==> config.mk <==
export PLATFORM = sky130hd
export DESIGN_NAME = parity_check_arbiter
export DESIGN_NICKNAME = d
export VERILOG_FILES = /design/src/rtl/parity_check_arbiter.sv
export SDC_FILE = /design/constraint.sdc
export NUM_CORES = 1
export LEC_CHECK = 0
export ABC_AREA = 1
export BUFFER_PORTS_ARGS = -buffer_cell sky130_fd_sc_hd__buf_2
export CAP_MARGIN = 5
export CORE_UTILIZATION = 40
export CTS_BUF_LIST = sky130_fd_sc_hd__clkbuf_16
export DETAILED_ROUTE_END_ITERATION = 6
export PLACE_DENSITY_LB_ADDON = 0.2
export SYNTH_ARGS = -nofsm -noshare
export SYNTH_HDL_FRONTEND = slang
export SYNTH_SLANG_ARGS = --single-unit
==> constraint.sdc <==
create_clock -name clk -period 2.78 [get_ports clk]
set_input_delay 0.278 -clock clk [delete_from_list [all_inputs] [get_ports clk]]
set_output_delay 0.278 -clock clk [all_outputs]
set_load 0.05 [all_outputs]
==> src/rtl/parity_check_arbiter.sv <==
// Round-robin arbiter that shares one parity checker among N_REQ FIFOs, forwarding good words
// and dropping bad ones. Optional sticky per-source error mask: define PARITY_ARB_ERR_MASK_EN.

module parity_check_arbiter #(
  parameter int    N_REQ      = 4,
  parameter int    ERR_CNT_W  = 8,
  // Word geometry, kept in step with fifo_package (DATA_WIDTH = WIDTH + 1 parity bit)
  parameter int    DATA_WIDTH = 9,
  parameter int    WIDTH      = 8,
  parameter string PARITY_BIT = "MSB",
  localparam int   SRC_W      = $clog2(N_REQ)
) (
  input  logic                        clk,
  input  logic                        rst,
  input  logic [N_REQ-1:0]            req_valid_i,
  input  logic [N_REQ*DATA_WIDTH-1:0] req_data_i,
  output logic [N_REQ-1:0]            req_grant_o,
  output logic [DATA_WIDTH-1:0]       chk_data_o,
  output logic                        chk_valid_o,
  output logic                        chk_grant_o,
  input  logic                        chk_valid_i,
  input  logic                        out_grant_i,
`ifdef PARITY_ARB_ERR_MASK_EN
  input  logic [N_REQ-1:0]            err_clr_i,
  output logic [N_REQ-1:0]            err_mask_o,
`endif
  output logic                        out_valid_o,
  output logic [WIDTH-1:0]            out_data_o,
  output logic [SRC_W-1:0]            out_src_o,
  output logic                        err_o,
  output logic [SRC_W-1:0]            err_src_o,
  output logic [ERR_CNT_W-1:0]        err_cnt_o
);

  // state | meaning
  // IDLE  | nothing held; pop the round-robin winner as soon as any source is eligible
  // HOLD  | one word held and shown to the checker; retire when downstream is ready
  typedef enum logic {IDLE, HOLD} state_t;

  state_t                 state, state_nxt;
  logic [SRC_W-1:0]       rr_ptr;
  logic [SRC_W-1:0]       hold_src;
  logic [DATA_WIDTH-1:0]  hold_data;
  logic [SRC_W-1:0]       err_src;
  logic [ERR_CNT_W-1:0]   err_cnt;

  logic                   in_hold;
  logic                   hold_pass;
  logic                   hold_fail;
  logic                   load;
  logic                   retire;
  logic [N_REQ-1:0]       eligible;
  logic                   any_elig;
  logic [SRC_W-1:0]       arb_base;
  logic [SRC_W-1:0]       winner;
  logic [WIDTH-1:0]       stripped;
  logic [DATA_WIDTH-1:0]  req_word [N_REQ];

  for (genvar g = 0; g < N_REQ; g++) begin : g_word
    assign req_word[g] = req_data_i[g*DATA_WIDTH +: DATA_WIDTH];
  end

  // Reset gates every combinational output so nothing is popped or reported in the reset cycle.
  assign in_hold   = (state == HOLD) && !rst;
  assign hold_pass = in_hold && out_grant_i && chk_valid_i;
  assign hold_fail = in_hold && out_grant_i && !chk_valid_i;

`ifdef PARITY_ARB_ERR_MASK_EN
  logic [N_REQ-1:0] err_mask;
  logic [N_REQ-1:0] mask_set;

  // A failing source is excluded already in the cycle it fails, not only from the next one.
  assign mask_set   = hold_fail ? (N_REQ'(1) << hold_src) : '0;
  assign eligible   = req_valid_i & ~(err_mask | mask_set);
  assign err_mask_o = err_mask;

  always_ff @(posedge clk) begin
    if (rst) begin
      err_mask <= '0;
    end else begin
      err_mask <= (err_mask | mask_set) & ~err_clr_i;
    end
  end
`else
  assign eligible = req_valid_i;
`endif

  // On retire the search restarts after the source just served, so back-to-back pops stay fair.
  assign arb_base = (state == HOLD) ? hold_src : rr_ptr;

  always_comb begin
    int               idx;
    logic [SRC_W-1:0] cand;
    idx      = 0;
    cand     = '0;
    winner   = '0;
    any_elig = 1'b0;
    for (int k = 1; k <= N_REQ; k++) begin
      idx  = (int'(arb_base) + k) % N_REQ;
      cand = idx[SRC_W-1:0];
      if (!any_elig && eligible[cand]) begin
        any_elig = 1'b1;
        winner   = cand;
      end
    end
  end

  always_ff @(posedge clk) begin
    if (rst) begin
      state <= IDLE;
    end else begin
      state <= state_nxt;
    end
  end

  always_comb begin
    state_nxt = state;
    load      = 1'b0;
    retire    = 1'b0;
    case (state)
      IDLE: begin
        if (any_elig) begin
          load      = 1'b1;
          state_nxt = HOLD;
        end
      end
      HOLD: begin
        if (out_grant_i) begin
          retire = 1'b1;
          if (any_elig) begin
            load = 1'b1;
          end else begin
            state_nxt = IDLE;
          end
        end
      end
      default: state_nxt = IDLE;
    endcase
    if (rst) begin
      load   = 1'b0;
      retire = 1'b0;
    end
  end

  always_ff @(posedge clk) begin
    if (rst) begin
      rr_ptr    <= SRC_W'(N_REQ - 1);
      hold_data <= '0;
      hold_src  <= '0;
      err_src   <= '0;
      err_cnt   <= '0;
    end else begin
      if (retire) begin
        rr_ptr <= hold_src;
      end
      if (load) begin
        hold_data <= req_word[winner];
        hold_src  <= winner;
      end
      if (hold_fail) begin
        err_src <= hold_src;
        if (err_cnt != '1) begin
          err_cnt <= err_cnt + ERR_CNT_W'(1);
        end
      end
    end
  end

  if (PARITY_BIT == "LSB") begin : g_strip_lsb
    assign stripped = hold_data[DATA_WIDTH-1:1];
  end else begin : g_strip_msb
    assign stripped = hold_data[WIDTH-1:0];
  end

  assign req_grant_o = load ? (N_REQ'(1) << winner) : '0;
  assign chk_data_o  = in_hold ? hold_data : '0;
  assign chk_valid_o = in_hold;
  assign chk_grant_o = in_hold && out_grant_i;
  assign out_valid_o = hold_pass;
  assign out_data_o  = in_hold ? stripped : '0;
  assign out_src_o   = in_hold ? hold_src : '0;
  assign err_o       = hold_fail;
  assign err_src_o   = err_src;
  assign err_cnt_o   = err_cnt;

endmodule

==> results of run 1 <==
[worst paths after layout]
check | start | endpoint | slack (ns) | depth (start not counted)
worst max register to register | state$_SDFF_PP0_ | hold_data[2]$_SDFFE_PP0P_ | 0.43 | 14
worst max-delay path | state$_SDFF_PP0_ | req_grant_o[0] | 0.21 | 12
worst min-delay path | req_data_i[31] | hold_data[4]$_SDFFE_PP0P_ | 0.34 | 5
worst min register to register | hold_data[1]$_SDFFE_PP0P_ | hold_data[1]$_SDFFE_PP0P_ | 0.48 | 2
[cell usage in the layout (no fill, tap or decap), drive strengths merged]
| cell | netlist | routed |
|---|---|---|
| nand2 | 119 | 119 |
| buf | 11 | 79 |
| nor2 | 44 | 44 |
| inv | 31 | 31 |
| nand3 | 26 | 26 |
| dfxtp | 24 | 24 |
| o21ai | 15 | 15 |
| a21oi | 7 | 7 |
| nand4 | 7 | 7 |
| clkbuf | 2 | 7 |
| a211oi | 3 | 3 |
| nor3 | 3 | 3 |
| clkinv | 1 | 1 |
| nand3b | 1 | 1 |
| o221a | 1 | 1 |
| o21a | 1 | 1 |
| o211ai | 1 | 1 |
| ha | 1 | 1 |
[cell families (layout without fill, tap and decap cells)]
kind of cell,count (synthesis),count (layout)
compound gates,28,28
fa+ha+maj,1,1
flops,24,24
buf+inv,45,118
simple gates,200,200
[per-layer routing]
layer  GRT usage  up-vias
li1            -     1080
met1       0.248      833
met2       0.344       61
met3      0.0467        4
met4      0.0391        0
met5           0        -
[power by group]
part	internal, mW	switching [mW]	leakage [nW]
clock	0.190	0.109	0.0370
sequential	0.390	0.0196	0.198
combinational	0.185	0.467	1.05
total	0.764	0.595	1.28
[final cells by class]
class	instances	area, um^2
flip-flops and latches	24	480
repair buffers	83	433
inverters	32	123
fillers	430	1860
well taps	50	62.6
multi-input cells	229	1080
clock buffers	3	75.1
[sequential cells by signal, summed over array words and instances (netlist names)]
name       cells
hold_data      9
err_cnt_o      8
err_src_o      2
hold_src       2
rr_ptr         2
state          1
[through the flow]
stage	worst slack (ns)	hold slack (ns)	instance area [um^2]	instances	util
final	0.212	0.335	2260	421	0.548
after detailed placement	0.431	0.468	2170	418	0.527
after CTS	0.164	0.334	2240	421	0.545
after floorplan	-0.0638	0.448	1770	298	-
after global routing	-0.0314	0.356	2260	421	0.548
after global placement	0.470	0.461	2170	418	0.527
[worst max-delay path, cell delays in order (launching register included)]
cell and delay [ns]:
dfxtp_1 0.45, inv_2 0.12, nand2_1 0.10, nand2_2 0.10
nand2_1 0.08, nand2_1 0.10, nand2_1 0.09, nand2_1 0.11
nand4_4 0.17, nand3_2 0.10, buf_4 0.20, nor3_2 0.17
clkbuf_4 0.24
==> flow_summary_export.csv, run 1 <==
group,metric,value,unit
status,outcome,"complete, no violations",
clock_tree,clock_sinks,24,
synth,synth_warnings,0,
worst_setup_path,arrival,2.29,ns
die,start_util,0.429,
grt,grt_pass1_vias,1697,
pwr,p_leak,1.28,nW
clock_tree,postCtsHoldBufs,0,
synth,postSynthCellCount,298,
clock_tree,post_cts_buffers,0,
timing,worst_slew_margin_rel,0.735,
routing,via_per_inst,4.70,
routing,drt-total-wl,4.36,mm
die,core_area,0.00412,mm^2
timing,period_share,0.924,
final_layout,drive_gt1_frac,0.296,
worst_setup_path,critPathMaxFanout,13,
routing,final_antenna_net_count,0,
routing,detail_route.wl_per_cell,10.4,um
timing,fin_skew,0.00185,ns
routing,met2_length,2.01,mm
worst_setup_path,cp-start-kind,"flop",
job,maxCapViolations,0,
timing,tns,0,ns
synth,yosys-top-cells-area,"dfxtp_1 27%, nand2_1 23%, nor2_1 8.9%, nand3_1 6.5%, inv_1 6.2%",
synth,synth_top_family_by_area,"simple AND/OR/NAND/NOR gates",
synth,syn_avg_cell_area,5.92,um^2
synth,yosysMostFrequentCell,"nand2_1",
routing,drc,0,
pwr,ir_worst_vdd,0.281,mV
die,io_pins,81,
placed_design,hpwlAfterDp,3.47,mm
synth,synth_area,0.00176,mm^2
timing,hold_viol,0,
die,die_height,68.4,um
pwr,total_power,1.36,mW
routing,first_iter_violations,100,
clock_tree,cts_tree,"done",
routing,met3_length,256,um
synth,synthFlopType,"dfxtp_1",
clock_tree,clkTransAtPathRegs,0.06,ns
final_layout,n_antenna_cell,0,
die,dieArea,0.00468,mm^2
placed_design,portBuffers,80,
synth,synthMuxAreaShare,0,
worst_setup_path,crit_required,2.50,ns
grt,grt_pass1_wl,7.08,mm
synth,synth_cell_type_count,28,
placed_design,gp_congestion,0.841,
pwr,powerDensity,603,mW/mm^2
worst_hold_path,hold_class,"in2reg",
die,rows,23,
final_layout,nets,418,
synth,synth_edf_count,0,
synth,ys_seq_elements,24,
grt,grt_max_degree,20,
synth,synth_commonest_cells,"106 x nand2_1, 42 x nor2_1, 29 x inv_1, 24 x dfxtp_1, 23 x nand3_1",
synth,ys_seq_area_frac,0.272,
timing,tightest_slew,0.397,ns
clock_tree,cts_buffer_depth,2,
routing,wl_met1,2.07,mm
synth,synth-compound-area-share,0.0901,
clock_tree,clockRootBuffer,"clkbuf_16",
timing,setup_viol,0,
synth,yosys.area_share.adder,0.00709,
synth,synth_xor_area_frac,0,
grt,grt_usage,0.199,
grt,overflow,0,
routing,topRoutingLayerUsed,"met4",
final_layout,syn_to_final_growth,27.9,%
grt,antenna_found_initial,0,
timing,min_period,2.57,ns
synth,async_reset_ff_frac,0,
die,die_x,68.4,um
worst_setup_path,critPathCaptureType,"output pin",
clock_tree,clkLatencyLatePin,0.25,ns
synth,netlist.area_leader.share,0.272,
routing,num_vias,1978,
synth,synth_simple_gate_area_frac,0.509,
routing,dr.pass1.iters,6,
synth,yosys.area.top_type,"dfxtp_1",
worst_setup_path,crit_type,"reg2out",
timing,slew_viol_final,0,
synth,syn-num-nets,343,
timing,fmax,0.389,GHz
clock_tree,htreeDepth,1,
clock_tree,numCtsBuffers,3,
clock_tree,post_cts_resized,0,
No activity file was read; power rests on OpenSTA's default activity.
==> run 2: changes to the inputs <==
==> constraint.sdc (replaced) <==
create_clock -name clk -period 2.25 [get_ports clk]
set_input_delay 0.225 -clock clk [delete_from_list [all_inputs] [get_ports clk]]
set_output_delay 0.225 -clock clk [all_outputs]
set_load 0.05 [all_outputs]
==> run 2 against run 1 <==
  * The run now ends with setup timing left
  * Clock-buffer cell count did not move
  * Core utilization rose by 12 points
  * Final area increased by 22%
  * Critical path depth unchanged
  * Sequential share of layout area is 3.6 points lower
  * Sequential power is 25% higher
  * First-iteration DRC count is 3.0% lower
  * Global-route usage rose by 0.85 points
  * Final cell count up 4.8%
  * Critical endpoint is now req_grant_o[1]
  * Largest cell class unchanged
  * Largest power group unchanged
==> flow_summary_export.csv, run 2 (synthesis gave the netlist of run 1 again) <==
group,metric,value,unit
status,outcome,"finished with violations",
status,failed_checks,"setup timing",
routing,final_antenna_net_count,0,
worst_setup_path,path_cells,"nand2_2, nand2_8, nand2_2, nand2_2, nand2_2, a21oi_2, nand2_1, nand2_1, nand2_2, buf_6, nor3_4, buf_6",
worst_setup_path,crit_required,2.03,ns
clock_tree,clockRootBuffer,"clkbuf_16",
timing,period_share,1.00,
placed_design,gp_congestion,0.882,
timing,fmax,0.443,GHz
worst_setup_path,slowest_delay,0.44,ns
die,io_pins,81,
placed_design,portBuffers,80,
timing,slew_viol_final,0,
pwr,ir_worst_vdd,0.492,mV
worst_setup_path,cp_common_cell,"nand2_2",
placed_design,hpwlAfterDp,3.51,mm
grt,antenna_found_initial,0,
final_layout,largest_register,"hold_data",
routing,dr.pass1.iters,4,
final_layout,syn_to_final_growth,56.0,%
pwr,p_leak,1.50,nW
routing,first_iter_violations,97,
worst_setup_path,ff2ff_path_depth,16,
final_layout,largest_register_ff_count,9,
final_layout,drive_gt1_frac,0.463,
final_layout,layout_commonest_cell,"buf_2",
routing,detail_route.wl_per_cell,12.3,um
worst_setup_path,critPathMaxFanout,7,
timing,min_period,2.26,ns
grt,grt_pass1_vias,1757,
die,rows,23,
clock_tree,htreeDepth,1,
worst_setup_path,worstReg2RegStart,"state$_SDFF_PP0_",
worst_hold_path,hold_end,"hold_data[4]$_SDFFE_PP0P_",
worst_setup_path,cp_slowest_cell,"dfxtp_4",
routing,wl_met1,2.45,mm
die,die_x,68.4,um
routing,drc,0,
final_layout,nets,437,
routing,num_vias,2161,
grt,grt_pass1_wl,7.40,mm
clock_tree,clkTransAtPathRegs,0.06,ns
clock_tree,postCtsHoldBufs,0,
worst_hold_path,hold_path_startpoint,"req_data_i[31]",
clock_tree,clock_sinks,24,
timing,hold_viol,0,
timing,setup_viol,1,
grt,grt_usage,0.207,
worst_setup_path,arrival,2.03,ns
worst_hold_path,hold_class,"in2reg",
placed_design,placed_area,0.00227,mm^2
timing,setup_ws,-0.00981,ns
timing,fin_skew,0.00349,ns
routing,topRoutingLayerUsed,"met4",
die,die_height,68.4,um
worst_setup_path,r2r_slack,0.15,ns
clock_tree,cts_buffer_depth,2,
clock_tree,clkLatencyLatePin,0.25,ns
routing,via_per_inst,4.90,
die,core_area,0.00412,mm^2
routing,met2_length,2.69,mm
timing,tightest_slew,0.466,ns
die,start_util,0.429,
routing,drt-total-wl,5.43,mm
worst_setup_path,crit_type,"reg2out",
job,maxCapViolations,0,
worst_hold_path,hold_depth,5,
die,dieArea,0.00468,mm^2
final_layout,instances_no_fill,441,
routing,met3_length,276,um
clock_tree,cts_tree,"done",
grt,overflow,0,
clock_tree,numCtsBuffers,3,
final_layout,layout_common_cells,"76 x buf_2, 72 x nand2_1, 32 x nor2_1",
grt,grt_max_degree,20,
worst_setup_path,r2r_end,"hold_data[5]$_SDFFE_PP0P_",
final_layout,stdcell_area,0.00275,mm^2
pwr,powerDensity,725,mW/mm^2
worst_setup_path,cp-start-kind,"flop",
final_layout,postLayoutCoreUtil,0.669,
timing,worst_slew_margin_rel,0.689,
placed_design,dp.cells,427,
worst_setup_path,critPathCaptureType,"output pin",
final_layout,n_antenna_cell,0,
[run 2: timing repair]
item                       in CTS  in global routing
pin swaps                       3                 16
buffers inserted                1                  8
gates cloned                    0                  1
setup endpoints to repair       4                 11
resized for setup              21                 69
[run 2: report_power, final]
group	leakage [nW]	internal, mW	switching [mW]
logic	1.26	0.368	0.732
clock network	0.0385	0.237	0.145
registers	0.198	0.482	0.0314
total	1.50	1.09	0.909
[run 2: metal layers]
layer / vias to the layer above / global-route usage
met5: - / 0
met4: 0 / 0.0391
met3: 2 / 0.0400
met2: 78 / 0.357
met1: 953 / 0.266
li1: 1128 / -
[run 2: layout make-up]
| class | count | area, um^2 |
|---|---|---|
| clock buffers | 3 | 75.1 |
| well taps | 50 | 62.6 |
| inverters | 32 | 133 |
| repair buffers | 101 | 591 |
| flip-flops and latches | 24 | 487 |
| multi-input cells | 230 | 1400 |
| fillers | 353 | 1360 |
| clock inverters | 1 | 3.75 |
[run 2: per-stage QoR]
step / power [mW] / setup WS (ns) / setup TNS, ns / hold WS [ns]
2_1_floorplan: 1.19 / -0.0926 / -0.647 / 0.409
5_1_grt: 2.11 / -0.0859 / -0.385 / 0.310
3_3_place_gp: 1.36 / 0.0722 / 0 / 0.458
3_5_place_dp: 1.37 / -0.00446 / -0.00446 / 0.459
6_report: 2.00 / -0.00981 / -0.00981 / 0.282
4_1_cts: 1.80 / 0.00735 / 0 / 0.279
[run 2: worst max-delay path: cells and delay by family, from the launching register on]
kind                   cells  cell delay [ns]
AOI/OAI and AO/OA          1             0.15
and+or+nand+nor            9             0.86
DFF                        1             0.44
buffers and inverters      2             0.32
[run 2: worst max path at each step]
stage | startpoint | endpoint | slack [ns] | cells past startpoint
floorplan | state$_SDFF_PP0_ | req_grant_o[2] | -0.09 | 13
global placement | state$_SDFF_PP0_ | req_grant_o[0] | 0.07 | 13
global route | state$_SDFF_PP0_ | req_grant_o[1] | -0.09 | 12
detailed placement | state$_SDFF_PP0_ | req_grant_o[0] | -0.004 | 13
CTS | state$_SDFF_PP0_ | req_grant_o[0] | 0.007 | 14
finish | state$_SDFF_PP0_ | req_grant_o[1] | -0.01 | 12
